--- src/rtl/game_pkg.sv ---
// Geometry and pipe record shared by the scroller, renderer and bird logic.
package game_pkg;

    localparam int SCREEN_W  = 320;
    localparam int PIPE_W    = 32;
    localparam int GAP_H     = 64;
    localparam int BIRD_SIZE = 16;

    typedef struct packed {
        logic [9:0] x;
        logic [9:0] gap_y;
    } pipe_t;

endpackage

--- src/rtl/pipes_scroller_pkg.sv ---
// Scroller-local types, default tuning values and the LFSR step function.
package pipes_scroller_pkg;

    typedef enum logic [2:0] {IDLE, START, WAIT, ITER, SPAWN, DONE} state_t;

    localparam int DEF_GAP_MIN      = 32;
    localparam int DEF_SPEED        = 2;
    localparam int DEF_SPAWN_PERIOD = 90;
    localparam int DEF_MAX_PIPES    = 16;

    localparam logic [15:0] LFSR_SEED = 16'hACE1;

    // Fibonacci form with taps 16,14,13,11, shifting toward bit 0.
    function automatic logic [15:0] lfsr_next(input logic [15:0] v);
        return {v[0] ^ v[2] ^ v[3] ^ v[5], v[15:1]};
    endfunction

endpackage

--- src/rtl/pipes_scroller_lfsr16.sv ---
// 16-bit LFSR that steps only on request; exposes its low OUT_W bits.
module lfsr16
    import pipes_scroller_pkg::*;
#(
    parameter int OUT_W = 16
) (
    input  logic             clk,
    input  logic             rst_n,
    input  logic             ce,
    input  logic             step,
    output logic [OUT_W-1:0] out
);

    logic [15:0] state;

    always_ff @(posedge clk) begin
        if (!rst_n) begin
            state <= LFSR_SEED;
        end else if (ce && step) begin
            state <= lfsr_next(state);
        end
    end

    assign out = state[OUT_W-1:0];

endmodule

--- src/rtl/pipes_scroller.sv ---
// Per-frame walker over pipes_list: scrolls, culls, scores and collides pipes,
// then spawns a new pipe on a fixed frame period.
module pipes_scroller
    import game_pkg::*, pipes_scroller_pkg::*;
#(
    parameter int GAP_MIN      = DEF_GAP_MIN,
    parameter int SPEED        = DEF_SPEED,
    parameter int SPAWN_PERIOD = DEF_SPAWN_PERIOD,
    parameter int MAX_PIPES    = DEF_MAX_PIPES
) (
    input  logic       clk,
    input  logic       rst_n,
    input  logic       ce,
    input  logic       frame_start,
    input  logic [9:0] bird_x,
    input  logic [9:0] bird_y,
    input  logic [4:0] list_count,
    output logic       insert_en,
    output pipe_t      insert_data,
    output logic       iter_start,
    input  logic       iter_done,
    input  pipe_t      iter_out,
    output pipe_t      iter_in,
    output logic       iter_remove,
    output logic       busy,
    output logic       frame_done,
    output logic       collision,
    output logic [7:0] score,
    output logic       overrun
);

    localparam logic [10:0] PW = 11'(PIPE_W);
    localparam logic [10:0] GH = 11'(GAP_H);
    localparam logic [10:0] BS = 11'(BIRD_SIZE);
    localparam logic [10:0] SP = 11'(SPEED);

    state_t     state;
    logic       collision_acc;
    logic [7:0] spawn_cnt;
    logic [6:0] lfsr_low;
    logic       do_insert;
    logic       hit;
    logic       passed;

    logic [10:0] x11, gy11, bx11, by11;

    assign x11  = {1'b0, iter_out.x};
    assign gy11 = {1'b0, iter_out.gap_y};
    assign bx11 = {1'b0, bird_x};
    assign by11 = {1'b0, bird_y};

    assign do_insert = (spawn_cnt >= 8'(SPAWN_PERIOD)) && (list_count < 5'(MAX_PIPES));

    lfsr16 #(.OUT_W(7)) u_lfsr (
        .clk   (clk),
        .rst_n (rst_n),
        .ce    (ce),
        .step  ((state == ITER) && iter_done && do_insert),
        .out   (lfsr_low)
    );

    // The LFSR steps on entry to SPAWN, so the inserted gap uses the stepped value.
    assign insert_data = '{x: 10'(SCREEN_W), gap_y: 10'(GAP_MIN) + {3'b000, lfsr_low}};

    always_comb begin
        iter_in     = iter_out;
        iter_remove = 1'b0;
        hit         = 1'b0;
        passed      = 1'b0;
        if (state == ITER && !iter_done) begin
            iter_remove = x11 < SP;
            iter_in.x   = iter_out.x - 10'(SPEED);
            hit         = (bx11 + BS > x11) && (bx11 < x11 + PW) &&
                          ((by11 < gy11) || (by11 + BS > gy11 + GH));
            passed      = (x11 + PW >= bx11) && (x11 + PW - SP < bx11);
        end
    end

    always_ff @(posedge clk) begin
        if (!rst_n) begin
            state         <= IDLE;
            busy          <= 1'b0;
            frame_done    <= 1'b0;
            collision     <= 1'b0;
            score         <= 8'd0;
            overrun       <= 1'b0;
            insert_en     <= 1'b0;
            iter_start    <= 1'b0;
            collision_acc <= 1'b0;
            spawn_cnt     <= 8'd0;
        end else if (ce) begin
            iter_start <= 1'b0;
            insert_en  <= 1'b0;
            frame_done <= 1'b0;
            if (frame_start && state != IDLE) begin
                overrun <= 1'b1;
            end
            case (state)
                IDLE: begin
                    if (frame_start) begin
                        state         <= START;
                        busy          <= 1'b1;
                        iter_start    <= 1'b1;
                        collision_acc <= 1'b0;
                        if (spawn_cnt != 8'hFF) begin
                            spawn_cnt <= spawn_cnt + 8'd1;
                        end
                    end
                end
                START: state <= WAIT;
                WAIT:  state <= ITER;
                ITER: begin
                    if (iter_done) begin
                        state     <= SPAWN;
                        insert_en <= do_insert;
                    end else begin
                        if (hit) begin
                            collision_acc <= 1'b1;
                        end
                        if (passed && score != 8'hFF) begin
                            score <= score + 8'd1;
                        end
                    end
                end
                SPAWN: begin
                    state      <= DONE;
                    frame_done <= 1'b1;
                    collision  <= collision_acc;
                    if (insert_en) begin
                        spawn_cnt <= 8'd0;
                    end
                end
                DONE: begin
                    state <= IDLE;
                    busy  <= 1'b0;
                end
                default: begin
                    state <= IDLE;
                    busy  <= 1'b0;
                end
            endcase
        end
    end

endmodule

--- config.mk ---
export PLATFORM = sky130hd
export DESIGN_NAME = pipes_scroller
export DESIGN_NICKNAME = d
export VERILOG_FILES = /design/src/rtl/game_pkg.sv /design/src/rtl/pipes_scroller_pkg.sv /design/src/rtl/pipes_scroller_lfsr16.sv /design/src/rtl/pipes_scroller.sv
export SDC_FILE = /design/constraint.sdc
export NUM_CORES = 1
export LEC_CHECK = 0
export ABC_AREA = 0
export BUFFER_PORTS_ARGS = -buffer_cell sky130_fd_sc_hd__buf_2
export CAP_MARGIN = 20
export CELL_PAD_IN_SITES_DETAIL_PLACEMENT = 1
export CELL_PAD_IN_SITES_GLOBAL_PLACEMENT = 2
export CORE_ASPECT_RATIO = 0.75
export CORE_MARGIN = 2
export CORE_UTILIZATION = 28
export CTS_BUF_LIST = sky130_fd_sc_hd__clkbuf_4 sky130_fd_sc_hd__clkbuf_8
export CTS_CLUSTER_SIZE = 40
export DETAILED_ROUTE_END_ITERATION = 8
export PLACE_DENSITY = 0.82
export SLEW_MARGIN = 0
export SYNTH_ARGS = -nofsm -noshare
export SYNTH_HDL_FRONTEND = slang
export SYNTH_HIERARCHICAL = 1
export SYNTH_SLANG_ARGS = --single-unit
--- constraint.sdc ---
create_clock -name clk -period 3.2 [get_ports clk]
set_input_delay 0 -clock clk [delete_from_list [all_inputs] [get_ports clk]]
set_output_delay 0 -clock clk [all_outputs]
set_load 0.01 [all_outputs]
=== Yosys cells after proc, flatten, opt, wreduce, memory -nomap -nowiden ===
Index checks and enable logic that the tools add are counted.

* Add/subtract/negate cells: 9
* Magnitude comparators: 9
* Equality and inequality tests: 12
* Muxes and demuxes: 22
* Bitwise operators: 5
* Reductions and logical operators: 24

{| class="wikitable"
|+ Operators with widths
! operator !! count
|-
| 8-bit two-way mux || 3
|-
| 10-bit by 5-bit adder with 11-bit output (second input constant) || 2
|-
| 8-bit by 1-bit adder with 8-bit output (second input constant) || 2
|-
| 8-bit inequality test (second input constant) || 2
|-
| 8-bit case mux with 2 select lines || 1
|-
| 3-bit case mux with 5 select lines || 1
|-
| 1-bit two-way mux || 12
|-
| 2-bit inequality test (second input constant) || 6
|-
| 10-bit by 6-bit adder with 11-bit output (second input constant) || 1
|-
| 10-bit by 7-bit adder with 11-bit output (second input constant) || 1
|-
| 11-bit by 10-bit greater-or-equal comparator with 1-bit output || 1
|-
| 11-bit by 10-bit greater-than comparator with 1-bit output || 1
|-
| 11-bit greater-than comparator || 1
|-
| 10-bit by 11-bit < comparator with 1-bit output || 1
|-
| 11-bit by 10-bit < comparator with 1-bit output || 1
|-
| 11-bit by 2-bit subtractor with 11-bit output (second input constant) || 1
|-
| 1-bit logical AND || 10
|-
| 10-bit < comparator || 1
|-
| 10-bit by 2-bit < comparator with 1-bit output (second input constant) || 1
|-
| 10-bit two-way mux || 1
|-
| 5-bit AND reduction || 2
|-
| 10-bit by 2-bit subtractor with 10-bit output (second input constant) || 1
|-
| 6-bit by 7-bit adder with 8-bit output (first input constant) || 1
|-
| 8-bit by 7-bit greater-or-equal comparator with 1-bit output (second input constant) || 1
|-
| other kinds (17) || 26
|}

* Register bits after elaboration: 42
* Bits of input ports: 50
* Output and inout port bits: 55
* Logic and storage cells: 92

=== Logic depth before layout (Yosys ltp) ===
Gate-level depths: netlist of run 1.

* Depth after elaboration: 8
* Mapped depth: 13
* Mapped depth without buffers: 12

=== By module ===
Netlist of run 1, hierarchy kept.

{| class="wikitable"
|+ Modules (own cells, without submodules)
! module !! instances !! cells an instance !! area an instance (um^2)
|-
| pipes_scroller || 1 || 411 || 3205.6
|-
| lfsr16 || 1 || 79 || 679.4
|}

=== Worst setup path after synthesis of run 1 ===
OpenSTA, ideal clock, no wires.

* Path kind: input to register
* Start: input iter_out[15] in the netlist's numbering
* End: register score[0]
* Arrival: 3.074 ns
* Path slack: 0.055 ns
* Stages on the path: 12
* Buffers on the path: 1
* Cell sequence: inv_1 ha_1 or4b_4 xnor2_1 ha_1 a21oi_1 nor2b_1 or4_1 or3_1 buf_2 or4_1 a21oi_1

* Word-level cells in the longest chain between the ends: 7

{| class="wikitable"
|+ RTL lines
! item !! line !! source
|-
| start: declaration || pipes_scroller.sv:22 || <nowiki>input pipe_t iter_out,</nowiki>
|-
| 10-bit by 6-bit adder with 11-bit output * || pipes_scroller.sv:75 || <nowiki>passed = (x11 + PW >= bx11) && (x11 + PW - SP < bx11);</nowiki>
|-
| 11-bit by 2-bit subtractor with 11-bit output || pipes_scroller.sv:75 ||
|-
| 11-bit by 10-bit < comparator with 1-bit output || pipes_scroller.sv:75 ||
|-
| 1-bit logical AND * || pipes_scroller.sv:75 ||
|-
| 1-bit two-way mux * || pipes_scroller.sv:70 || <nowiki>if (state == ITER && !iter_done) begin</nowiki>
|-
| 1-bit logical AND * || pipes_scroller.sv:120 || <nowiki>if (passed && score != 8'hFF) begin</nowiki>
|-
| 4-bit AND reduction (no source line) * || -- ||
|-
| end signal: assignment || pipes_scroller.sv:121 || <nowiki>score <= score + 8'd1;</nowiki>
|-
| end: declaration || pipes_scroller.sv:28 || <nowiki>output logic [7:0] score,</nowiki>
|}

Mark *: on every way between the ends. The rest lies on a longest branch, timed or not.
A chain may end at the register's enable or synchronous reset.

=== Worst setup path after layout of run 1 ===
* Start: input iter_out[16] in the netlist's numbering
* End: register score[0]

The elaborated chain is that of the path after synthesis.

==> flow_summary.toml, run 1 <==
[min_path]
min_path_type = "in -> reg"
min_from = "frame_start"
hold_end = "overrun"
holdPathStages = 3

[routing]
drc_errors = 7
drt_iter0_markers = 208
num_vias = 3495
drt_wl_total_mm = 10.4
wl_per_cell_um = 14.0
viasPerCell = 4.71
drtAntennaViolNets = 0
drtPass1Iterations = 8

[setup_path]
crit_path_end_kind = "flop"
critPathLaunchType = "primary input"
crit_fanout = 7
path_class = "in -> reg"
reg2reg_depth = 6
worstPathRequired_ns = 3.42
r2r_start = "state[2]"
rr_endpoint = "score[0]"
crit_arrival_ns = 3.29
r2r_setup_slack_ns = 0.36

[sta]
finalClockSkew_ns = 0.00728
tightest_slew_ns = 0.892
setup_viol = 0
max_freq_mhz = 325
hold_viol = 0
grt_setup_unrepaired = "no"
maxSlewViolCount = 0
setup_ws_ns = 0.124
period_share = 0.961
period_needed_ns = 3.08
max-slew-margin-rel = 0.401
final.setup.tns_ns = 0

[grt]
grt_pass1_vias = 3586
antenna_found_initial = 0
grt_pass1_wl_mm = 17.3
grt_overflow = 0
grt_start_max_net_pins = 33
grt_usage = 0.140

[synth]
ys_ff_latch = 42
yosysTopAreaCell = "dfxtp_1"
synth_seq_area_share = 0.216
yosysWarnings = 6
synth.most_common_cell = "ha_1"
netlist_instances = 490
synth_top_area_share = 0.216
synth_edf_count = 0
synth_top_flop_cell = "dfxtp_1"
yosysUniqueCellTypes = 56
synth_commonest_cells = "ha_1 (57), nand2_1 (54), dfxtp_1 (42)"
synthArstFlopShare = 0
synth.area.top_cells = "dfxtp_1 (22%), ha_1 (18%), xnor2_1 (7.2%), buf_4 (6.2%), nand2_1 (5.2%)"
syn_area_um2 = 3880
avgSynthCellArea_um2 = 7.93

[floorplanning]
die-area_um2 = 14800
initial_utilization = 0.284
fp.dieH_um = 106
core_area_um2 = 13700
die_x_um = 140
rows = 37
pin_count = 105

[clocking]
clk_latency_ns = 0.30
cts_tree = "built"
clock_path_buffers = 2
numCtsBuffers = 5
cts.sinks = 42
clk_pin_slew_ns = 0.08
cts_root_buffer = "clkbuf_8"
postCtsSetupBuffers = 0
h-tree-depth = 2
cts.repair.resized = 0
holdBufCountCts = 0

[place]
gp_congestion = 0.803
numPortBuffers = 88
postPlaceCellArea_um2 = 4380
place_ws_ns = -0.168
hpwl_mm = 8.57

[final_layout]
n_antenna_cell = 0
area_delta_synth_final_pct = 16.5
drive_above_1_share = 0.217
nets = 673
finish.instance_area_um2 = 4520

[pwr]
power_uw = 1420
p_sw_uw = 399
combPwrFrac = 0.258
power_per_cell_area_nw_per_um2 = 313
power_frac_clock = 0.364
seqPwrFrac = 0.378
swShare = 0.281
p_int_uw = 1020
vdd_drop_max_mv = 0.188
p_leak_uw = 0.00211

[outcome]
outcome = "complete, but fails checks"
failed_checks = "DRC"

[flow_run]
maxCapViolations = 0
## cell usage in the layout (no fill, tap or decap), drive strengths merged, types with 3 or more instances in the layout
cell type and count:
conb 12, nand2 54, buf 104, dfxtp 42, o31ai 3, o21bai 4
a21oi 21, or2 3, a21o 3, nor3 14, nor2 27, a211oi 5
nand4 7, inv 39, o21a 4, ha 57, nand2b 11, a21boi 8
nor4 9, nand3 27, xnor2 32, nor2b 7, a31oi 4, xor2 5
clkbuf 6, mux2i 9, o21ai 11, or3 6, and3 8
## worst max path at each step
stage | endpoint | slack (ns) | start | depth (start not counted)
after global routing | score[3] | 0.002 | iter_out[16] | 12
final | score[0] | 0.12 | iter_out[16] | 12
after detailed placement | score[0] | -0.17 | iter_out[16] | 12
after floorplan | score[0] | 0.06 | iter_out[15] | 12
after CTS | score[0] | 0.13 | iter_out[16] | 12
after global placement | score[0] | -0.06 | iter_out[16] | 12
## power groups by stage
stage / clock (µW) / sequential [µW] / combinational, µW
2_1_floorplan: 0 / 546 / 246
3_3_place_gp: 0 / 547 / 349
3_5_place_dp: 0 / 548 / 366
4_1_cts: 539 / 535 / 369
5_1_grt: 570 / 537 / 414
6_report: 517 / 536 / 366
## metrics by stage
step,hold WS [ns],util,cells
final,0.0433,0.331,742
after global routing,0.0638,0.331,742
after CTS,0.0181,0.331,742
after detailed placement,0.203,0.321,734
after global placement,0.200,0.321,734
after floorplan,0.0507,-,500
## routing by layer
metal,global-route usage,wire [µm]
met5,0,0
met3,0.0288,442
met4,0.0375,118
met2,0.223,4500
met1,0.192,5320
## area by class of cell
type | count | area (µm²)
fillers | 1659 | 9130
multi-input cells | 374 | 2620
flip-flops and latches | 42 | 841
repair buffers | 104 | 561
well taps | 175 | 219
inverters | 39 | 146
clock buffers | 6 | 82.6
clock inverters | 2 | 60.1
## state kept, by name (all words and copies together), names as in the netlist
signal         cells
busy               1
collision          1
collision_acc      1
frame_done         1
insert_en          1
iter_start         1
overrun            1
score              8
spawn_cnt          8
state              3
u_lfsr/state      16
## critical path, cell delays in order
cell and delay, ns:
buf_2 0.13, inv_1 0.07, ha_1 0.29, or4b_4 0.53
xnor2_1 0.14, ha_1 0.30, a21oi_1 0.16, nor2b_1 0.05
or4_1 0.52, or3_1 0.51, or4_1 0.44, a21oi_1 0.16
## kinds of logic after synthesis
logic type,count (synthesis),synth area share
simple gates,184,0.243
fa+ha+maj,57,0.184
mux,9,0.0232
flops,42,0.216
compound gates,75,0.129
buf+inv,84,0.120
other cells,2,0.00193
xor+xnor,37,0.0834
Power figures use the tool's default switching activity.
==> run 2, diff against run 1 <==
- CORE_UTILIZATION: 28 -> 30
- PLACE_DENSITY: 0.82 -> 0.83
- clock period: 3.2 -> 3.9 ns (I/O delays scaled with it)
==> run 2 against run 1 <==
Effect of this change:
- the flow now finishes without violations
- core utilization grew 1.7 points
- final area shrank 4.0%
- global-route usage grew 0.94 points
- setup slack gained 0.50 ns
- die area shrank 6.5%
- sequential cell count is the same
==> flow_summary.toml, run 2 (synthesis results as in run 1) <==
[outcome]
outcome = "completed"

[grt]
grt_pass1_wl_mm = 16.6
grt_overflow = 0
grt_start_max_net_pins = 33
grt_pass1_vias = 3555
antenna_found_initial = 0
grt_usage = 0.149

[final_layout]
nets = 657
layout_commonest_cell = "buf_2"
area_delta_synth_final_pct = 11.9
largest_reg_flops = 16
fin_util = 0.348
mostFrequentLayoutCells = "buf_2 (88), ha_1 (57), nand2_1 (54), dfxtp_1 (42), inv_1 (39)"
largest-register = "u_lfsr/state"
n_antenna_cell = 0
finish.instance_area_um2 = 4350
reg.largest.list = "u_lfsr/state x16, score x8, spawn_cnt x8"
drive_above_1_share = 0.194

[sta]
final.setup.tns_ns = 0
max_freq_mhz = 305
max-slew-margin-rel = 0.384
tightest_slew_ns = 0.917
period_needed_ns = 3.28
setup_viol = 0
grt_setup_unrepaired = "no"
hold_viol = 0
finalClockSkew_ns = 0.0126
maxSlewViolCount = 0
period_share = 0.840

[floorplanning]
die_x_um = 135
rows = 35
die-area_um2 = 13900
core_area_um2 = 12500
pin_count = 105
fp.dieH_um = 103
initial_utilization = 0.311

[clocking]
numCtsBuffers = 5
clk_latency_ns = 0.30
cts_tree = "built"
clock_path_buffers = 2
cts.repair.resized = 0
h-tree-depth = 2
clk_pin_slew_ns = 0.08
postCtsSetupBuffers = 0
cts.sinks = 42
holdBufCountCts = 0
cts_root_buffer = "clkbuf_8"

[min_path]
min_path_type = "in -> reg"

[pwr]
vdd_drop_max_mv = 0.107
p_sw_uw = 323
p_leak_uw = 0.00201
power_per_cell_area_nw_per_um2 = 236
power_frac_clock = 0.292
seqPwrFrac = 0.428
combPwrFrac = 0.280
power_uw = 1030
swShare = 0.315
p_int_uw = 703

[routing]
viasPerCell = 4.86
drc_errors = 0
drt_wl_total_mm = 10.1
drtPass1Iterations = 4
drtAntennaViolNets = 0
drt_iter0_markers = 139
wl_per_cell_um = 14.1
num_vias = 3487

[setup_path]
cpMostUsedCell = "ha_1"
critPathLaunchType = "primary input"
crit_path_end_kind = "flop"
crit_fanout = 8
path_class = "in -> reg"
cpPeakStageDelay_ns = 0.55
path_cells = "buf_2 > inv_1 > ha_1 > or4b_4 > xnor2_1 > ha_1 > a21oi_1 > nor2b_1 > or4_1 > or3_1 > nor4_1 > mux2i_1"
crit_arrival_ns = 3.51
critical_path.slowest_cell = "or4b_4"
worstPathRequired_ns = 4.14

[place]
numPortBuffers = 88
gp_congestion = 0.787
hpwl_mm = 8.31
postPlaceCellArea_um2 = 4250

[flow_run]
maxCapViolations = 0
[run 2: cell types whose count changed in the layout (fill, tap and decap cells not counted)]
cell / delta
clkinv_2: +1
clkbuf_4: +1
buf_4: -16
bufinv_16: -2
[run 2: through the flow]
stage | cells | hold slack [ns] | setup WS [ns]
6_report | 717 | 0.0287 | 0.623
5_1_grt | 717 | 0.0346 | 0.387
4_1_cts | 717 | 0.0140 | 0.611
3_5_place_dp | 709 | 0.203 | 0.289
3_3_place_gp | 709 | 0.200 | 0.405
2_1_floorplan | 500 | 0.0507 | 0.755
[run 2: power by group through the flow]
stage	clock network [µW]	registers (µW)	logic [µW]
after floorplan	0	448	202
after global placement	0	449	274
after detailed placement	0	449	288
after CTS	311	439	291
after global routing	337	441	327
final	299	439	288
[run 2: final cells by class]
class                           instances  area, µm²
Inverter                               39        146
Clock inverter                          1       5.00
Fill cell                            1550       8140
Clock buffer                            7       90.1
Sequential cell                        42        841
Multi-Input combinational cell        374       2620
Timing Repair Buffer                   88        440
Tap cell                              166        208
[run 2: final timing paths]
| path | endpoint | from | slack, ns | cells past startpoint |
|---|---|---|---|---|
| min reg2reg | u_lfsr/state[13] | u_lfsr/state[14] | 0.46 | 2 |
| max reg2reg | score[5] | state[2] | 1.10 | 6 |
| max | score[5] | iter_out[15] | 0.62 | 12 |
| min | overrun | frame_start | 0.03 | 3 |
[run 2: routing by layer]
layer | share of wire | vias to the layer above | global-route usage | routed length (µm)
li1 | - | 1768 | - | -
met1 | 0.51 | 1637 | 0.206 | 5130
met2 | 0.44 | 72 | 0.245 | 4430
met3 | 0.044 | 10 | 0.0265 | 449
met4 | 0.0097 | 0 | 0.0329 | 98
met5 | 0 | - | 0 | 0
[run 2: worst max-delay path, delay by kind of cell]
family                   cells  cell delay, ns
adder cells (fa/ha/maj)      2            0.67
XOR/XNOR                     1            0.15
buffers and inverters        2            0.30
multiplexers                 1            0.21
AND/OR/NAND/NOR              5            2.02
AO/OA/AOI/OAI                1            0.14
